==> config.mk <==
export PLATFORM = sky130hd
export DESIGN_NAME = vga_timing_gen
export DESIGN_NICKNAME = d
export VERILOG_FILES = /design/src/rtl/vga_timing_gen.sv
export SDC_FILE = /design/constraint.sdc
export NUM_CORES = 1
export LEC_CHECK = 0
export CAP_MARGIN = 30
export CORE_ASPECT_RATIO = 0.7
export CORE_MARGIN = 2
export CORE_UTILIZATION = 48
export CTS_CLUSTER_DIAMETER = 60
export CTS_CLUSTER_SIZE = 16
export DETAILED_ROUTE_END_ITERATION = 10
export PLACE_DENSITY = 0.77
export SYNTH_ARGS = -nofsm -noshare
export SYNTH_HDL_FRONTEND = slang
export SYNTH_SLANG_ARGS = --single-unit
==> constraint.sdc <==
create_clock -name clk -period 3.1 [get_ports clk]
set_input_delay 0.62 -clock clk [delete_from_list [all_inputs] [get_ports clk]]
set_output_delay 0.62 -clock clk [all_outputs]
set_load 0.03 [all_outputs]
==> src/rtl/vga_timing_gen.sv <==
// Parametrised VGA raster timing generator with pixel clock-enable, run enable and
// a fetch-latency delay line that aligns framebuffer data with sync and valid.
module vga_timing_gen #(
    parameter int CW        = 10,
    parameter int H_SYNC    = 96,
    parameter int H_BACK    = 48,
    parameter int H_ACTIVE  = 640,
    parameter int H_FRONT   = 16,
    parameter int V_SYNC    = 2,
    parameter int V_BACK    = 33,
    parameter int V_ACTIVE  = 480,
    parameter int V_FRONT   = 10,
    parameter bit HS_POL    = 1'b0,
    parameter bit VS_POL    = 1'b0,
    parameter int CLK_DIV   = 1,
    parameter int FETCH_LAT = 1
) (
    input  logic          clk,
    input  logic          rst,
    input  logic          en,
    input  logic [23:0]   vga_data,
    output logic [CW-1:0] h_addr,
    output logic [CW-1:0] v_addr,
    output logic          fetch,
    output logic          pix_ce,
    output logic          frame_start,
    output logic          line_start,
    output logic          hsync,
    output logic          vsync,
    output logic          valid,
    output logic [7:0]    vga_r,
    output logic [7:0]    vga_g,
    output logic [7:0]    vga_b
);

    localparam int H_TOTAL = H_SYNC + H_BACK + H_ACTIVE + H_FRONT;
    localparam int V_TOTAL = V_SYNC + V_BACK + V_ACTIVE + V_FRONT;
    localparam int DW      = (CLK_DIV > 1) ? $clog2(CLK_DIV) : 1;

    localparam logic [DW-1:0] DIV_LAST = DW'(CLK_DIV - 1);
    localparam logic [DW-1:0] DIV_ONE  = DW'(1);
    localparam logic [CW-1:0] CW_ONE   = CW'(1);
    localparam logic [CW-1:0] H_LAST   = CW'(H_TOTAL - 1);
    localparam logic [CW-1:0] V_LAST   = CW'(V_TOTAL - 1);
    localparam logic [CW-1:0] H_ORG    = CW'(H_SYNC + H_BACK);
    localparam logic [CW-1:0] V_ORG    = CW'(V_SYNC + V_BACK);

    // Region bounds are one bit wider so an active end equal to 2^CW still compares correctly.
    localparam logic [CW:0] HS_END = (CW+1)'(H_SYNC);
    localparam logic [CW:0] HA_LO  = (CW+1)'(H_SYNC + H_BACK);
    localparam logic [CW:0] HA_HI  = (CW+1)'(H_SYNC + H_BACK + H_ACTIVE);
    localparam logic [CW:0] VS_END = (CW+1)'(V_SYNC);
    localparam logic [CW:0] VA_LO  = (CW+1)'(V_SYNC + V_BACK);
    localparam logic [CW:0] VA_HI  = (CW+1)'(V_SYNC + V_BACK + V_ACTIVE);

    typedef struct packed {
        logic hs;
        logic vs;
        logic act;
    } flags_t;

    logic [DW-1:0] div_q, div_d;
    logic [CW-1:0] x_q, x_d, y_q, y_d;
    logic          tick;
    logic          hs0, vs0, act0;
    flags_t        s0, last;
    flags_t        out_q, out_d;
    logic [23:0]   rgb_q, rgb_d;

    assign tick = en & ~rst & (div_q == DIV_LAST);

    // NOTE: every always_comb assigns its outputs a default first, so no path can infer a latch.
    always_comb begin
        div_d = div_q;
        x_d   = x_q;
        y_d   = y_q;
        if (!en) begin
            div_d = '0;
            x_d   = '0;
            y_d   = '0;
        end else begin
            div_d = (div_q == DIV_LAST) ? '0 : div_q + DIV_ONE;
            if (tick) begin
                if (x_q == H_LAST) begin
                    x_d = '0;
                    y_d = (y_q == V_LAST) ? '0 : y_q + CW_ONE;
                end else begin
                    x_d = x_q + CW_ONE;
                end
            end
        end
    end

    // NOTE: sequential state uses non-blocking assignments so every register sees pre-edge values.
    always_ff @(posedge clk or posedge rst) begin
        if (rst) begin
            div_q <= '0;
            x_q   <= '0;
            y_q   <= '0;
        end else begin
            div_q <= div_d;
            x_q   <= x_d;
            y_q   <= y_d;
        end
    end

    always_comb begin
        hs0  = ({1'b0, x_q} < HS_END);
        vs0  = ({1'b0, y_q} < VS_END);
        act0 = ({1'b0, x_q} >= HA_LO) && ({1'b0, x_q} < HA_HI) &&
               ({1'b0, y_q} >= VA_LO) && ({1'b0, y_q} < VA_HI);
    end

    assign s0          = {hs0, vs0, act0};
    assign fetch       = act0 & en & ~rst;
    assign h_addr      = act0 ? (x_q - H_ORG) : '0;
    assign v_addr      = act0 ? (y_q - V_ORG) : '0;
    assign pix_ce      = tick;
    assign line_start  = tick & (x_q == '0);
    assign frame_start = tick & (x_q == '0) & (y_q == '0);

    generate
        if (FETCH_LAT == 0) begin : g_no_pipe
            assign last = s0;
        end else begin : g_pipe
            flags_t pipe_q [FETCH_LAT];
            flags_t pipe_d [FETCH_LAT];

            always_comb begin
                pipe_d = pipe_q;
                if (!en) begin
                    for (int i = 0; i < FETCH_LAT; i++) pipe_d[i] = '0;
                end else if (tick) begin
                    pipe_d[0] = s0;
                    for (int i = 1; i < FETCH_LAT; i++) pipe_d[i] = pipe_q[i-1];
                end
            end

            // NOTE: the delay line is a few flops rather than a RAM, so it is reset like any other state.
            always_ff @(posedge clk or posedge rst) begin
                if (rst) begin
                    for (int i = 0; i < FETCH_LAT; i++) pipe_q[i] <= '0;
                end else begin
                    pipe_q <= pipe_d;
                end
            end

            assign last = pipe_q[FETCH_LAT-1];
        end
    endgenerate

    always_comb begin
        out_d = out_q;
        rgb_d = rgb_q;
        if (!en) begin
            out_d = '0;
            rgb_d = '0;
        end else if (tick) begin
            out_d = last;
            rgb_d = last.act ? vga_data : 24'h0;
        end
    end

    always_ff @(posedge clk or posedge rst) begin
        if (rst) begin
            out_q <= '0;
            rgb_q <= '0;
        end else begin
            out_q <= out_d;
            rgb_q <= rgb_d;
        end
    end

    assign hsync = out_q.hs ? HS_POL : ~HS_POL;
    assign vsync = out_q.vs ? VS_POL : ~VS_POL;
    assign valid = out_q.act;
    assign {vga_r, vga_g, vga_b} = rgb_q;

endmodule

==> results.md, run 1 <==
* Worst-path fanout max at 22
* Latest clock arrival within the worst-skew pair at 300 ps
* Clock buffer depth at 2
* Hold Fails Final Rpt at 0
* Root Buffer: clkbuf_8
* Clk sinks at 50
* Post-Place Worst Slack at -56.8 ps
* Compound-Gate Fraction of Synth Area at 19.2%
* Setup Buffers After CTS at 0
* Critical Path Start Type: flip-flop
* Synth warnings at 0
* # Max-Cap Violations at 0
* Netlist cell types at 44
* Initial Utilization at 51.0%
* Cells after Synth at 284
* Via count at 2531
* Synthesized Nets at 319
* Tot GR Track Use at 24.3%
* Main combinational cell family by area after synthesis: simple AND/OR/NAND/NOR gates
* WP data arrival at 2370 ps
* Die ar. at 6330 µm²
* Status: finished clean
* Dpl hpwl at 5550 µm
* Area share of and/or/nand/nor cells after synthesis at 19.5%
* Pin slew with the least headroom to its limit at 651 ps
* Critical path class: reg -> out
* RePlAce Congestion at 0.907
* Layout cells sized above 1 at 17.0%
* Lkg Pwr at 0.00169 µW
* Die X at 94.2 µm
* Worst Path Required at 2480 ps
* First-pass GRT wire length at 12100 µm
* Total gr overflow at 0
* Largest net degree at the start of global routing at 53
* CTS Hold Buffers Added at 0
* Cell Pwr Density at 341 nW/µm²
* Vias per cell at 5.73
* Final setup violation count at 0
* Mapped cell area at 2740 µm²
* Fin worst setup slack at 107 ps
* CTS Buf Count at 5
* Synth area leaders: dfrtp_1, a22o_1, nor3_1, xnor2_1, ha_1
* Antenna diodes at 0
* Drt initial violations at 118
* Final period util at 96.5%
* Unrepaired setup endpoints after global routing: no
* Maximum clock rate at 334 MHz
* Top_reg_cell synth: dfrtp_1
* Total Power at 1270 µW
* Post-synthesis async set-or-reset flop share at 100%
* Sequential share of the synthesized area at 45.7%
* Final wirelength at 7570 µm
* DRT antenna net count at 0
* Area share of the largest cell type after synthesis at 45.7%
* Synth Area in Adders at 3.66%
* CTS tree: built
* Final worst path period need at 2990 ps
* First-pass iteration count of the detailed router at 4
* Post-CTS Resized at 35
* DRC errors left at 0
* Die height at 67.2 µm
* IO buf count at 77
* Max VDD drop at 0.261 mV
* Clock skew after layout at 6.07 ps
* Cell taking the most area after synthesis: dfrtp_1
* Slew Viols, Final at 0
* Most common cell after layout, fill and taps aside: clkdlybuf4s50_1
* Synth Area in XOR/XNOR at 4.80%
* Mux cell area share after synthesis at 1.46%
* Vias in the first global route at 2367
* Worst slew margin at 56.6%
* Most frequent cells in the layout: clkdlybuf4s50_1, dfrtp_1, a22o_1
* Initial antenna violation count at 0
* FP Rows at 22
* Avg WL per Cell at 17.1 µm
* Number of synthesized flops with an enable pin at 0
* Seq cells post-synth at 50
* # IOs at 78
* Number of H-tree levels at 2
* Core area at 5370 µm²
* Crit end category: output port
* Clock transition at path regs at 90 ps
* Worst hold path class: reg -> reg
* Area growth syn-to-layout at 36.2%
* Final net count at 404
* Syn Area/Cell at 9.63 µm²
-- registers in the layout (all words and copies together) (netlist names) --
signal and cells:
g_pipe.pipe_q 3, out_q 2, rgb_q 24, valid 1, x_q 10, y_q 10
-- area by class of cell --
type                            instances  area (µm²)
Fill cell                             429        1640
Multi-Input combinational cell        196        1350
Sequential cell                        50        1250
Timing Repair Buffer                  103         887
Tap cell                               72        90.1
Clock buffer                            5        68.8
Inverter                               13        52.6
Clock inverter                          3        21.3
-- final timing paths --
kind                            startpoint        end  slack, ps  depth (start not counted)
worst max-delay path                x_q[5]      fetch        110                          7
worst min-delay path                 valid      valid        500                          1
worst max register to register      y_q[0]     y_q[6]        650                          7
worst min register to register       valid      valid        500                          1
max in group asynchronous              rst  rgb_q[14]       1700                          3
min in group asynchronous              rst     x_q[1]        960                          3
-- kinds of logic (layout without fill, tap and decap cells) --
family                   Yosys count  count (layout)
multiplexers                       4               4
AO/OA/AOI/OAI                     66              66
buffers and inverters             38             124
adder cells (fa/ha/maj)            8               8
flip-flops                        50              50
AND/OR/NAND/NOR                  103             103
XOR/XNOR                          15              15
-- report_power, final --
group          switching (µW)  internal, µW  total [µW]
Sequential               11.0           665         676
Combinational             116          98.4         215
Clock                     220           159         379
Total                     348           922        1270
-- per-stage QoR --
stage	instance area [µm²]	std cells	TNS, ps	hold slack (ps)	utilization, %
after floorplan	2740	284	0	435	-
after global placement	3690	434	0	460	68.7
after detailed placement	3690	434	-56.8	478	68.7
after CTS	3770	442	0	505	70.2
after global routing	3720	442	0	528	69.4
final	3720	442	0	503	69.4
-- cells in the mapped netlist (8+ instances only) --
| library cell | n |
|---|---|
| a21oi_1 | 11 |
| a22o_1 | 31 |
| clkbuf_1 | 20 |
| dfrtp_1 | 50 |
| ha_1 | 8 |
| inv_1 | 12 |
| nand2_1 | 16 |
| nand3_1 | 11 |
| nor2_1 | 16 |
| nor3_1 | 25 |
| xnor2_1 | 12 |
-- critical path, cell delays in order, from the launching register on --
cell	delay, ps
dfrtp_1	470
inv_1	100
ha_1	240
inv_1	70
o21ai_0	130
a31o_4	360
nor4_1	310
clkdlybuf4s15_2	370
-- layer usage --
metal  routed length, µm  up-vias  GRT usage, %
met5                   0        -             0
met4                 132        0          7.25
met3                 453       14          3.68
met2                3550       94          38.6
met1                3440     1231          34.8
li1                    -     1192             -
(Power assumes the default switching activity.)
==> run 2: changes to the inputs <==
- CORE_UTILIZATION: 48 -> 49
- CTS_BUF_LIST: not set -> sky130_fd_sc_hd__clkbuf_8
- GPL_ROUTABILITY_DRIVEN: not set -> 0
- PLACE_DENSITY: 0.77 -> 0.79
==> results.md, run 2 (synthesized netlist as in run 1, its figures left out) <==
* Final worst path period need at 2960 ps (-32.6 ps)
* Die height at 66.5 µm (-0.96%)
* Dpl hpwl at 5310 µm (-4.4%)
* Final wirelength at 7470 µm (-1.3%)
* Lkg Pwr at 0.00171 µW (+1.2%)
* CTS Buf Count at 5 (unchanged)
* Final net count at 401 (-0.74%)
* Maximum clock rate at 338 MHz (+1.1%)
* Vias in the first global route at 2395 (+1.2%)
* Unrepaired setup endpoints after global routing: no
* Latest clock arrival within the worst-skew pair at 300 ps (about the same)
* Worst slew margin at 57.5% (+0.91 points)
* Crit end category: output port
* # Max-Cap Violations at 0 (unchanged)
* First-pass GRT wire length at 12200 µm (+1.4%)
* Slowest cell on crit path: dfrtp_1
* Hold Fails Final Rpt at 0 (unchanged)
* Pin slew with the least headroom to its limit at 637 ps (-13.7 ps)
* Reg-to-reg slack, setup at 580 ps (-70 ps)
* Initial Utilization at 51.5% (+0.53 points)
* Number of flip-flops in the largest register at 24 (unchanged)
* R2r endpoint: y_q[6]
* Cell Pwr Density at 356 nW/µm² (+4.5%)
* Critical path class: reg -> out
* Clock transition at path regs at 90 ps (about the same)
* Via count at 2543 (+0.47%)
* Crit. path cell count at 7 (unchanged)
* Layout cells sized above 1 at 12.3% (-4.8 points)
* FF-to-FF Start: y_q[0]
* Vias per cell at 5.79 (+1.2%)
* Setup_tns at 0 ps (unchanged)
* Final setup violation count at 0 (unchanged)
* Buffer and inverter count on the worst path at 2 (-1)
* Most frequent cells in the layout: clkdlybuf4s50_1, dfrtp_1, a22o_1
* Avg WL per Cell at 17.0 µm (-0.66%)
* DRC errors left at 0 (unchanged)
* Root Buffer: clkbuf_8
* Largest net degree at the start of global routing at 53 (unchanged)
* Kind of cell adding the most delay to the critical path: simple AND/OR/NAND/NOR gates
* FP Rows at 22 (unchanged)
* Critical Path Source: x_q[0]
* Antenna diodes at 0 (unchanged)
* Fillers at 408 (-4.9%)
* Clk sinks at 50 (unchanged)
* Worst hold path class: reg -> reg
* Post-route core utilization at 70.7% (+1.3 points)
* Max incr delay on CP at 420 ps (-50 ps)
* Initial antenna violation count at 0 (unchanged)
* Critical Path Start Type: flip-flop
* Total Power at 1340 µW (+5.4%)
* DRT antenna net count at 0 (unchanged)
* Worst Path Required at 2480 ps (about the same)
* # IOs at 78 (unchanged)
* Die ar. at 6210 µm² (-1.9%)
* Tot GR Track Use at 25.3% (+1.1 points)
* WP data arrival at 2340 ps (-30 ps)
* Clock skew after layout at 5.01 ps (-1.06 ps)
* Worst path cell trace: inv_1 -> ha_1 -> nor3b_2 -> nand3_1 -> a31o_4 -> nor3b_1 -> clkdlybuf4s15_1
* IO buf count at 77 (unchanged)
* Most common cell after layout, fill and taps aside: clkdlybuf4s50_1
* Slew Viols, Final at 0 (unchanged)
* Total gr overflow at 0 (unchanged)
* Clock buffer depth at 2 (unchanged)
* Worst Setup EP: h_addr[2]
* Largest registers: rgb_q: 24 flops, x_q: 10 flops, y_q: 10 flops
* Area growth syn-to-layout at 37.3%
* R2R cell count at 7 (unchanged)
* Core area at 5310 µm² (-1.0%)
* Drt initial violations at 238 (+100%)
* First-pass iteration count of the detailed router at 5 (+1)
* Biggest register: rgb_q
* Die X at 93.3 µm (-0.99%)
* Setup Buffers After CTS at 0 (unchanged)
* CTS tree: built
* Status: finished clean
* Max VDD drop at 0.168 mV (-35%)
* Final period util at 95.5% (-1.1 points)
* Number of H-tree levels at 2 (unchanged)
* Worst-path fanout max at 22 (unchanged)
## run 2: changes by cell type in the layout (fill, tap and decap cells not counted), sizes merged, moves of 2 or more
cell / delta
dlygate4sd2: +12
buf: -3
clkbuf: -10
clkinv: -2
## run 2: worst min-delay path by stage
stage	start	depth (start not counted)	slack (ps)	endpoint
after global placement	valid	1	460	valid
after floorplan	g_pipe.pipe_q[0]	2	440	g_pipe.pipe_q[0]
after CTS	g_pipe.pipe_q[0]	2	490	g_pipe.pipe_q[0]
after global routing	valid	1	510	valid
after detailed placement	g_pipe.pipe_q[0]	2	460	g_pipe.pipe_q[0]
final	g_pipe.pipe_q[0]	2	490	g_pipe.pipe_q[0]
## run 2: area by class of cell
cell class | instances | area (µm²) | area share, %
multi-input cells | 196 | 1340 | 35.8
clock buffers | 5 | 68.8 | 1.83
clock inverters | 3 | 41.3 | 1.10
flip-flops and latches | 50 | 1250 | 33.3
repair buffers | 100 | 907 | 24.2
well taps | 72 | 90.1 | 2.40
inverters | 13 | 52.6 | 1.40
## run 2: repair_timing
| item | in CTS | in global routing |
|---|---|---|
| pin swaps | 0 | 1 |
| resized for setup | 27 | 22 |
| hold buffers | 0 | 0 |
| hold endpoints to repair | 0 | 0 |
| setup endpoints to repair | 22 | 21 |
## run 2: per-stage QoR
step | hold WS (ps) | std cells | setup slack [ps] | area [µm²]
floorplan | 435 | 284 | 39.2 | 2740
global placement | 460 | 431 | 49.6 | 3680
detailed placement | 462 | 431 | 25.7 | 3680
CTS | 487 | 439 | 0.00666 | 3760
global route | 512 | 439 | 7.25 | 3750
finish | 487 | 439 | 140 | 3750
## run 2: layer usage
layer  wire length (µm)  global-route usage, %  vias to the layer above
li1                   -                      -                     1184
met1               3380                   37.5                     1246
met2               3550                   39.0                      106
met3                499                   4.19                        7
met4                 47                   6.07                        0
met5                  0                      0                        -
## run 2: worst min-delay path, delay by kind of cell (launching register included)
family           cells  cell delay, ps
AND/OR/NAND/NOR      1              50
flip-flops           1             360
AO/OA/AOI/OAI        1              50
## run 2: where the power goes
part           total [µW]  switching, µW  internal, µW  leakage, µW
clock                 451            214           238    0.0000556
sequential            677           11.5           665     0.000692
combinational         210            114          96.5     0.000967
total                1340            339           999      0.00171
